===== src/rtl/fifo_wr_arbiter_if.sv =====
// Bundle of signals between the write-side requesters, the async FIFO memory
// and the write-side arbiter. The master side is the requesters plus the
// read-pointer synchronizer; the slave side is the arbiter itself.
interface fifo_wr_arbiter_if #(
    parameter int NUM_REQ    = 4,
    parameter int DATA_WIDTH = 8,
    parameter int PTR_WIDTH  = 9
);
    logic [NUM_REQ-1:0]            req_valid;
    logic [NUM_REQ*DATA_WIDTH-1:0] req_data;
    logic [NUM_REQ-1:0]            req_last;
    logic [NUM_REQ-1:0]            req_ready;
    logic [PTR_WIDTH:0]            wq2_rptr;
    logic                          write_enable;
    logic [DATA_WIDTH-1:0]         data_write;
    logic [PTR_WIDTH:0]            wptr;
    logic [PTR_WIDTH:0]            wptr_gray;
    logic                          wfull;

    modport master (
        output req_valid, req_data, req_last, wq2_rptr,
        input  req_ready, write_enable, data_write, wptr, wptr_gray, wfull
    );

    modport slave (
        input  req_valid, req_data, req_last, wq2_rptr,
        output req_ready, write_enable, data_write, wptr, wptr_gray, wfull
    );
endinterface


===== src/rtl/fifo_wr_arbiter.sv =====
// Write-side controller of the async FIFO (wclk domain).
// Round-robin arbiter with packet locking in front of the single memory write
// port; owns the binary/gray write pointer and the registered full flag.
module fifo_wr_arbiter #(
    parameter int NUM_REQ    = 4,
    parameter int DATA_WIDTH = 8,
    parameter int PTR_WIDTH  = 9
) (
    input logic                wclk,
    input logic                wrst_n,
    fifo_wr_arbiter_if.slave   bus
);

    localparam int IDX_W = (NUM_REQ > 1) ? $clog2(NUM_REQ) : 1;

    typedef enum logic {
        IDLE,
        LOCKED
    } state_t;

    state_t                 state_q;
    logic [IDX_W-1:0]       rr_last_q;
    logic [IDX_W-1:0]       owner_q;
    logic [PTR_WIDTH:0]     wptr_q;
    logic [PTR_WIDTH:0]     wptr_d;
    logic [PTR_WIDTH:0]     wptr_gray_q;
    logic [PTR_WIDTH:0]     wptr_gray_d;
    logic                   wfull_q;
    logic                   wfull_d;

    logic [IDX_W-1:0]       winner;
    logic [IDX_W-1:0]       sel;
    logic [NUM_REQ-1:0]     ready;
    logic                   accept;
    logic [DATA_WIDTH-1:0]  data_sel;
    logic                   last_sel;

    // Rotating-priority search: first valid requester after the last grant.
    // With nobody valid the slot right after rr_last is offered, so ready
    // stays one-hot without waiting on that requester's own valid.
    always_comb begin : arbSearch
        logic [IDX_W-1:0] cand;
        logic             found;
        found  = 1'b0;
        cand   = '0;
        winner = IDX_W'((int'(rr_last_q) + 1) % NUM_REQ);
        for (int k = 1; k <= NUM_REQ; k++) begin
            cand = IDX_W'((int'(rr_last_q) + k) % NUM_REQ);
            if (!found && bus.req_valid[cand]) begin
                found  = 1'b1;
                winner = cand;
            end
        end
    end

    assign sel = (state_q == LOCKED) ? owner_q : winner;

    // Only the selected requester may be ready; nothing moves in reset or when full.
    always_comb begin
        ready = '0;
        if (wrst_n && !wfull_q) begin
            ready[sel] = 1'b1;
        end
    end

    // Route the selected requester's word and last flag to the memory port.
    always_comb begin
        data_sel = '0;
        last_sel = 1'b0;
        for (int i = 0; i < NUM_REQ; i++) begin
            if (sel == IDX_W'(i)) begin
                data_sel = bus.req_data[i*DATA_WIDTH +: DATA_WIDTH];
                last_sel = bus.req_last[i];
            end
        end
    end

    assign accept = |(bus.req_valid & ready);

    // Next pointer values and the full compare against the synced read pointer.
    always_comb begin
        wptr_d      = wptr_q + {{PTR_WIDTH{1'b0}}, accept};
        wptr_gray_d = wptr_d ^ (wptr_d >> 1);
        wfull_d     = (wptr_gray_d == {~bus.wq2_rptr[PTR_WIDTH:PTR_WIDTH-1],
                                        bus.wq2_rptr[PTR_WIDTH-2:0]});
    end

    // Arbitration FSM and write pointer registers.
    always_ff @(posedge wclk) begin
        if (!wrst_n) begin
            state_q     <= IDLE;
            rr_last_q   <= IDX_W'(NUM_REQ - 1);
            owner_q     <= '0;
            wptr_q      <= '0;
            wptr_gray_q <= '0;
            wfull_q     <= 1'b0;
        end else begin
            wptr_q      <= wptr_d;
            wptr_gray_q <= wptr_gray_d;
            wfull_q     <= wfull_d;
            if (accept) begin
                if (state_q == IDLE) begin
                    rr_last_q <= winner;
                    if (!last_sel) begin
                        state_q <= LOCKED;
                        owner_q <= winner;
                    end
                end else if (last_sel) begin
                    state_q <= IDLE;
                end
            end
        end
    end

    assign bus.req_ready    = ready;
    assign bus.write_enable = accept;
    assign bus.data_write   = data_sel;
    assign bus.wptr         = wptr_q;
    assign bus.wptr_gray    = wptr_gray_q;
    assign bus.wfull        = wfull_q;

endmodule


===== src/flat_wrapper.sv =====
// flat-port wrapper written by rule: the top's interface ports become plain ports
module fifo_wr_arbiter_flat 
#(
    parameter int NUM_REQ    = 4,
    parameter int DATA_WIDTH = 8,
    parameter int PTR_WIDTH  = 9
)
  (wclk, wrst_n, bus_req_valid, bus_req_data, bus_req_last, bus_wq2_rptr, bus_req_ready, bus_write_enable, bus_data_write, bus_wptr, bus_wptr_gray, bus_wfull);
  fifo_wr_arbiter_if #(.NUM_REQ(NUM_REQ), .DATA_WIDTH(DATA_WIDTH), .PTR_WIDTH(PTR_WIDTH)) bus_i ();
  input logic wclk;
  input logic wrst_n;
  input wire logic [$bits(bus_i.req_valid)-1:0] bus_req_valid;
  input wire logic [$bits(bus_i.req_data)-1:0] bus_req_data;
  input wire logic [$bits(bus_i.req_last)-1:0] bus_req_last;
  input wire logic [$bits(bus_i.wq2_rptr)-1:0] bus_wq2_rptr;
  output wire logic [$bits(bus_i.req_ready)-1:0] bus_req_ready;
  output wire logic [$bits(bus_i.write_enable)-1:0] bus_write_enable;
  output wire logic [$bits(bus_i.data_write)-1:0] bus_data_write;
  output wire logic [$bits(bus_i.wptr)-1:0] bus_wptr;
  output wire logic [$bits(bus_i.wptr_gray)-1:0] bus_wptr_gray;
  output wire logic [$bits(bus_i.wfull)-1:0] bus_wfull;
  assign bus_i.req_valid = bus_req_valid;
  assign bus_i.req_data = bus_req_data;
  assign bus_i.req_last = bus_req_last;
  assign bus_i.wq2_rptr = bus_wq2_rptr;
  assign bus_req_ready = bus_i.req_ready;
  assign bus_write_enable = bus_i.write_enable;
  assign bus_data_write = bus_i.data_write;
  assign bus_wptr = bus_i.wptr;
  assign bus_wptr_gray = bus_i.wptr_gray;
  assign bus_wfull = bus_i.wfull;
  fifo_wr_arbiter #(.NUM_REQ(NUM_REQ), .DATA_WIDTH(DATA_WIDTH), .PTR_WIDTH(PTR_WIDTH)) u_core (.wclk(wclk), .wrst_n(wrst_n), .bus(bus_i));
endmodule

===== config.mk =====
export PLATFORM = sky130hd
export DESIGN_NAME = fifo_wr_arbiter_flat
export DESIGN_NICKNAME = d
export VERILOG_FILES = /design/src/rtl/fifo_wr_arbiter_if.sv /design/src/rtl/fifo_wr_arbiter.sv /design/src/flat_wrapper.sv
export SDC_FILE = /design/constraint.sdc
export NUM_CORES = 1
export LEC_CHECK = 0
export BUFFER_PORTS_ARGS = -buffer_cell sky130_fd_sc_hd__buf_2
export CAP_MARGIN = 20
export CORE_MARGIN = 5
export CORE_UTILIZATION = 33
export DETAILED_ROUTE_END_ITERATION = 10
export GPL_TIMING_DRIVEN = 0
export MAX_ROUTING_LAYER = met4
export PLACE_DENSITY = 0.68
export SLEW_MARGIN = 20
export SYNTH_ARGS = -nofsm -noshare
export SYNTH_HDL_FRONTEND = slang
export SYNTH_SLANG_ARGS = --single-unit

===== constraint.sdc =====
create_clock -name wclk -period 5.32 [get_ports wclk]
set_clock_uncertainty 0.05 [all_clocks]
set_input_delay 0.266 -clock wclk [delete_from_list [all_inputs] [get_ports wclk]]
set_output_delay 0.266 -clock wclk [all_outputs]
set_load 0.02 [all_outputs]

# Yosys cells after proc, flatten, opt, wreduce, memory -nomap -nowiden
# Index checks and enable logic that the tools add are counted.
# totals
register_bits	26
input_bits	52
output_inout_bits	34
wordCells	66
# op_classes
n_addsub	5
n_lt_le_gt_ge	6
eq_ne	4
n_mux	27
bitwise	5
reduce_logical	13
# ops
operator	count
$mux W8	4
$lt A2 B3 Y1 const B	5
$mux W1	13
$add A10 B1 Y10	1
$eq A10 B10 Y1	1
$xor A10 B9 Y10	1
$bmux W1 S2	4
$mux W2	4
$logic_and A1 B1 Y1	5
$add A2 B1 Y2 const B	2
$add A2 B2 Y2 const B	2
$and A4 B4 Y4	1
$eq A2 B2 Y1 const B	2
$logic_not A1 Y1	4
$mux W4	1
$reduce_or A4 Y1	1
$reduce_and A3 Y1	1
$demux W1 S2	1
$eq A2 B1 Y1 const B	1
$ge A2 B1 Y1 const B	1
$logic_not A2 Y1	1
$not A1 Y1	2
$not A2 Y2	1
$reduce_and A2 Y1	1

# Longest topological paths before layout
# logic_depth
word_depth	24
depth_mapped	12
ltp_nobuf	12

# Worst setup path before layout
# Ideal clock, no wire load.
# synth_timing
path_kind	input -> register
startpoint	input port bus_req_valid[0]
endpoint	register u_core.wfull_q, in the netlist u_core.bus.wfull
setup_time_ns	0.103
arrival_time_ns	2.975
required_time_ns	5.167
slack_ns	2.191
stages	12
path_buffers	1
cell_sequence	buf_2 or2_1 o31a_1 a31o_2 ha_1 ha_1 xor2_1 xor2_1 or3_1 a211oi_1 nand3_1 a2111oi_2
# synth_via
elab_chain_len	23
elab_cells_between_ends	32
classes_between	add/sub (1); order compare (2); eq/ne (1); mux (18); bitwise (2); reduce/logical (8)
# synth_lines
item	line	source
from (decl)	flat_wrapper.sv:12	input wire logic [$bits(bus_i.req_valid)-1:0] bus_req_valid;
$bmux W1 S2	fifo_wr_arbiter.sv:49	if (!found && bus.req_valid[cand]) begin
$mux W1 (not written as such)	fifo_wr_arbiter.sv:49	
$mux W1	fifo_wr_arbiter.sv:49	
$logic_not A1 Y1	fifo_wr_arbiter.sv:49	
$logic_and A1 B1 Y1	fifo_wr_arbiter.sv:49	
$mux W1	fifo_wr_arbiter.sv:49	
$logic_not A1 Y1	fifo_wr_arbiter.sv:49	
$logic_and A1 B1 Y1	fifo_wr_arbiter.sv:49	
[... 8 more ...]	n/a	
$demux W1 S2	n/a	
$mux W4	fifo_wr_arbiter.sv:61	if (wrst_n && !wfull_q) begin
$and A4 B4 Y4 (*)	fifo_wr_arbiter.sv:78	assign accept = |(bus.req_valid & ready);
$reduce_or A4 Y1 (*)	fifo_wr_arbiter.sv:78	
named net bus_write_enable	flat_wrapper.sv:17	output wire logic [$bits(bus_i.write_enable)-1:0] bus_write_enable;
$add A10 B1 Y10 (*)	fifo_wr_arbiter.sv:82	wptr_d = wptr_q + {{PTR_WIDTH{1'b0}}, accept};
$xor A10 B9 Y10 (*)	fifo_wr_arbiter.sv:83	wptr_gray_d = wptr_d ^ (wptr_d >> 1);
$eq A10 B10 Y1 (*)	fifo_wr_arbiter.sv:84	wfull_d = (wptr_gray_d == {~bus.wq2_rptr[PTR_WIDTH:PTR_WIDTH-1],
to (signal assigned)	fifo_wr_arbiter.sv:100	wfull_q <= wfull_d;
to (decl)	fifo_wr_arbiter.sv:28	logic wfull_q;
# The timed path passes the listed nets; every way through them passes the cells marked *. The select of a mux whose other input is x is not followed.
# A chain may end at the register's enable or synchronous reset.

# Worst setup path in the final report
# layout_timing
startpoint	register u_core.state_q
endpoint	register u_core.wfull_q, in the netlist u_core.bus.wfull
# layout_via
elab_chain_len	11
elab_cells_between_ends	12
classes_between	add/sub (1); order compare (2); eq/ne (1); mux (4); bitwise (2); reduce/logical (2)
# layout_lines
item	line	source
from (decl)	fifo_wr_arbiter.sv:21	state_t state_q;
from (signal assigned)	fifo_wr_arbiter.sv:91	state_q <= IDLE;
from (signal assigned)	fifo_wr_arbiter.sv:105	state_q <= LOCKED;
from (signal assigned)	fifo_wr_arbiter.sv:109	state_q <= IDLE;
$mux W2 (*)	fifo_wr_arbiter.sv:56	assign sel = (state_q == LOCKED) ? owner_q : winner;
$lt A2 B3 Y1 (not written as such) / $ge A2 B1 Y1 (equally long branches)	fifo_wr_arbiter.sv:62	ready[sel] = 1'b1;
$logic_and A1 B1 Y1 (not written as such)	fifo_wr_arbiter.sv:62	
$mux W1 (not written as such)	fifo_wr_arbiter.sv:62	
$demux W1 S2 (*)	n/a	
$mux W4 (*)	fifo_wr_arbiter.sv:61	
$and A4 B4 Y4 (*)	fifo_wr_arbiter.sv:78	
$reduce_or A4 Y1 (*)	fifo_wr_arbiter.sv:78	
$add A10 B1 Y10 (*)	fifo_wr_arbiter.sv:82	
$xor A10 B9 Y10 (*)	fifo_wr_arbiter.sv:83	
$eq A10 B10 Y1 (*)	fifo_wr_arbiter.sv:84	
# Every way passes the cells marked *; elsewhere a longest branch is shown, timed or not.

==> impl_metrics.env <==
export IMPL_hp_class="input pin to flip-flop"
export IMPL_antenna_cells=0
export IMPL_slowest_delay_ps=360
export IMPL_cts_path_max_buffers=2
export IMPL_grt_use_total_pct=13.51
export IMPL_r2r_slack_ps=1770
export IMPL_final_seq_area_um2=500.5
export IMPL_dieArea_um2=7072
export IMPL_post_cts_setup_buffers=0
export IMPL_maxCapViolCount=0
export IMPL_crit_path_start_kind="flip-flop"
export IMPL_syn_area_um2=1812
export IMPL_clock_latency_ps=270
export IMPL_ctsResizeCount=0
export IMPL_setup_ws_ps=1774
export IMPL_wl_per_cell_um=12.59
export IMPL_tns_ps=0
export IMPL_hpwlAfterDp_mm=3.787
export IMPL_dp_slack_ps=1799
export IMPL_arrival_ps=3670
export IMPL_critPathKind="flip-flop to flip-flop"
export IMPL_vias=1764
export IMPL_multiInputGateArea_um2=1212
export IMPL_drt_initial_drc_count=52
export IMPL_drv_slew=0
export IMPL_nNetsFinal=353
export IMPL_drive_gt1_share_pct=35.57
export IMPL_antenna_found_initial=0
export IMPL_synthFlopType="dfxtp_1"
export IMPL_slew_headroom_pct=64.19
export IMPL_p_leak_uw=0.001095
export IMPL_tightestPinTransition_ps=533.4
export IMPL_synth_avg_cell_area_um2=8.586
export IMPL_fillerInstances=567
export IMPL_root_buffer="clkbuf_8"
export IMPL_ys_seq_area_share_pct=27.62
export IMPL_crit_buf_inv=1
export IMPL_power_per_cell_area_nw_per_um2=262.9
export IMPL_dr_pass1_iters=4
export IMPL_synth_edf_count=0
export IMPL_die_y_um=84.10
export IMPL_ioPinCount=86
export IMPL_postRouteAntennaNets=0
export IMPL_setup_viol=0
export IMPL_path_cells="clkbuf_1 > nor2_1 > o31a_1 > a31o_2 > ha_1 > ha_1 > xor2_1 > xor2_1 > or3_1 > a211oi_1 > nand3_1 > a2111oi_2"
export IMPL_grt_pass1_vias=1792
export IMPL_viasPerCell=4.768
export IMPL_rsz0062_at_grt="no"
export IMPL_drt_total_wl_mm=4.659
export IMPL_cts_sinks=25
export IMPL_grt_ovfl_total=0
export IMPL_io_buffers=83
export IMPL_synth_cell_types=52
export IMPL_drc_errors=0
export IMPL_max_freq_mhz=282.0
export IMPL_synthToLayoutAreaGrowth_pct=30.39
export IMPL_grt_max_degree=14
export IMPL_die_w_um=84.10
export IMPL_slowest_stage="or3_1"
export IMPL_fin_crit_sh_pct=66.65
export IMPL_critPathMaxFanout=10
export IMPL_gp_congestion=0.7539
export IMPL_yosysWarnings=0
export IMPL_clk_pin_slew_ps=90
export IMPL_ir_worst_vdd_uv=146.1
export IMPL_cts_buffers=3
export IMPL_grt_pass1_wl_mm=7.872
export IMPL_core_area_um2=5405
export IMPL_cp_end_kind="flip-flop"
export IMPL_critPathTopFamily="compound AO/OA/AOI/OAI gates"
export IMPL_required_ps=5440
export IMPL_cts_tree="done"
export IMPL_holdBufCountCts=0
export IMPL_synth_cells=211
export IMPL_htree_levels=1
export IMPL_rows=27
export IMPL_synth_fp_nets=265
export IMPL_synth_seq_cells=25
export IMPL_async_flop_share_pct=0
export IMPL_start_util_pct=33.52
export IMPL_period_needed_ps=3546
export IMPL_outcome="completed"
export IMPL_hold_violations=0
[tightest hold or removal path, cell delays in order]
cell and delay (ps):
buf_2 70, a211oi_1 70, nor2_1 90, a21oi_1 70
[cells in the final DEF (no fill, tap or decap), drive strengths merged, types with 2 or more instances in the layout]
master / synthesis / layout
and3: 2 / 2
nor2b: 3 / 3
inv: 5 / 5
ha: 2 / 2
clkbuf: 6 / 10
buf: 9 / 92
o31a: 2 / 2
nand3: 5 / 5
dfxtp: 25 / 25
o311ai: 3 / 3
xnor2: 16 / 16
xor2: 12 / 12
nor2: 24 / 24
nor3: 4 / 4
nand2: 8 / 8
and2: 15 / 15
a211oi: 10 / 10
o21ai: 7 / 7
nand2b: 4 / 4
mux2i: 10 / 10
a21boi: 3 / 3
a21oi: 12 / 12
nand3b: 2 / 2
[state kept, by name, summed over array words and instances (netlist names)]
| signal | count |
|---|---|
| u_core.bus.wptr | 9 |
| u_core.state_q | 1 |
| u_core.bus.wptr_gray | 10 |
| u_core.owner_q | 2 |
| u_core.bus.wfull | 1 |
| u_core.rr_last_q | 2 |
[metrics by stage]
step	utilization, %	hold WS [ps]	power (uW)	std cells	instance area (um2)
final	43.70	289.9	621.0	370	2362
after global routing	43.70	310.4	665.1	370	2362
after CTS	43.70	286.0	628.0	370	2362
after detailed placement	42.87	437.7	513.9	366	2317
after global placement	42.87	416.1	511.6	366	2317
after floorplan	-	401.4	423.4	211	1812
[final timing paths]
kind                          start                 to  depth (start not counted)
setup / recovery     u_core.state_q   u_core.bus.wfull                         12
hold / removal      bus_req_last[1]     u_core.state_q                          4
setup reg to reg     u_core.state_q   u_core.bus.wfull                         12
hold reg to reg   u_core.owner_q[0]  u_core.owner_q[0]                          2
[synth_stat cells, drive strengths merged (2+ instances only)]
| library cell | number | area (um2) |
|---|---|---|
| ha | 2 | 25.02 |
| o31a | 2 | 17.52 |
| inv | 5 | 18.77 |
| a21oi | 12 | 60.06 |
| and2 | 15 | 93.84 |
| nor3 | 4 | 25.02 |
| o21ai | 7 | 35.03 |
| and3 | 2 | 12.51 |
| buf | 9 | 53.80 |
| o311ai | 3 | 26.28 |
| a21boi | 3 | 22.52 |
| dfxtp | 25 | 500.5 |
| nand2 | 8 | 30.03 |
| clkbuf | 6 | 22.52 |
| xnor2 | 16 | 155.2 |
| xor2 | 12 | 105.1 |
| nand3b | 2 | 15.01 |
| nand3 | 5 | 25.02 |
| nor2 | 24 | 97.59 |
| nor2b | 3 | 18.77 |
| nand2b | 4 | 25.02 |
| a211oi | 10 | 75.07 |
| mux2i | 10 | 100.1 |
[report_power, final]
group	switching (uW)	total, uW	internal (uW)
sequential	6.07	206	200
combinational	179	301	122
clock	60.6	114	53.6
[routing by layer]
layer  up-vias  wire length [um]  GRT usage, %
met5         -                 0             -
met4         0                50         3.947
met3         4               363         2.172
met2        72              2151         22.96
met1       779              2094         16.41
li1        909                 -             -
[cell type report]
cell class	count	share of cell area (%)
clock buffers	4	1.907
well taps	72	3.814
inverters	6	0.9534
flip-flops and latches	25	21.19
multi-input cells	165	51.32
plain buffers	15	3.231
repair buffers	83	17.58
[kinds of logic after synthesis]
kind of cell / synth area share, %
AOI/OAI and AO/OA: 20.03
buffers and inverters: 5.456
adders and majority gates: 1.381
muxes: 6.768
xor gates and xnor gates: 16.99
DFF: 27.62
and+or+nand+nor: 21.75
Power figures use the tool's default switching activity.
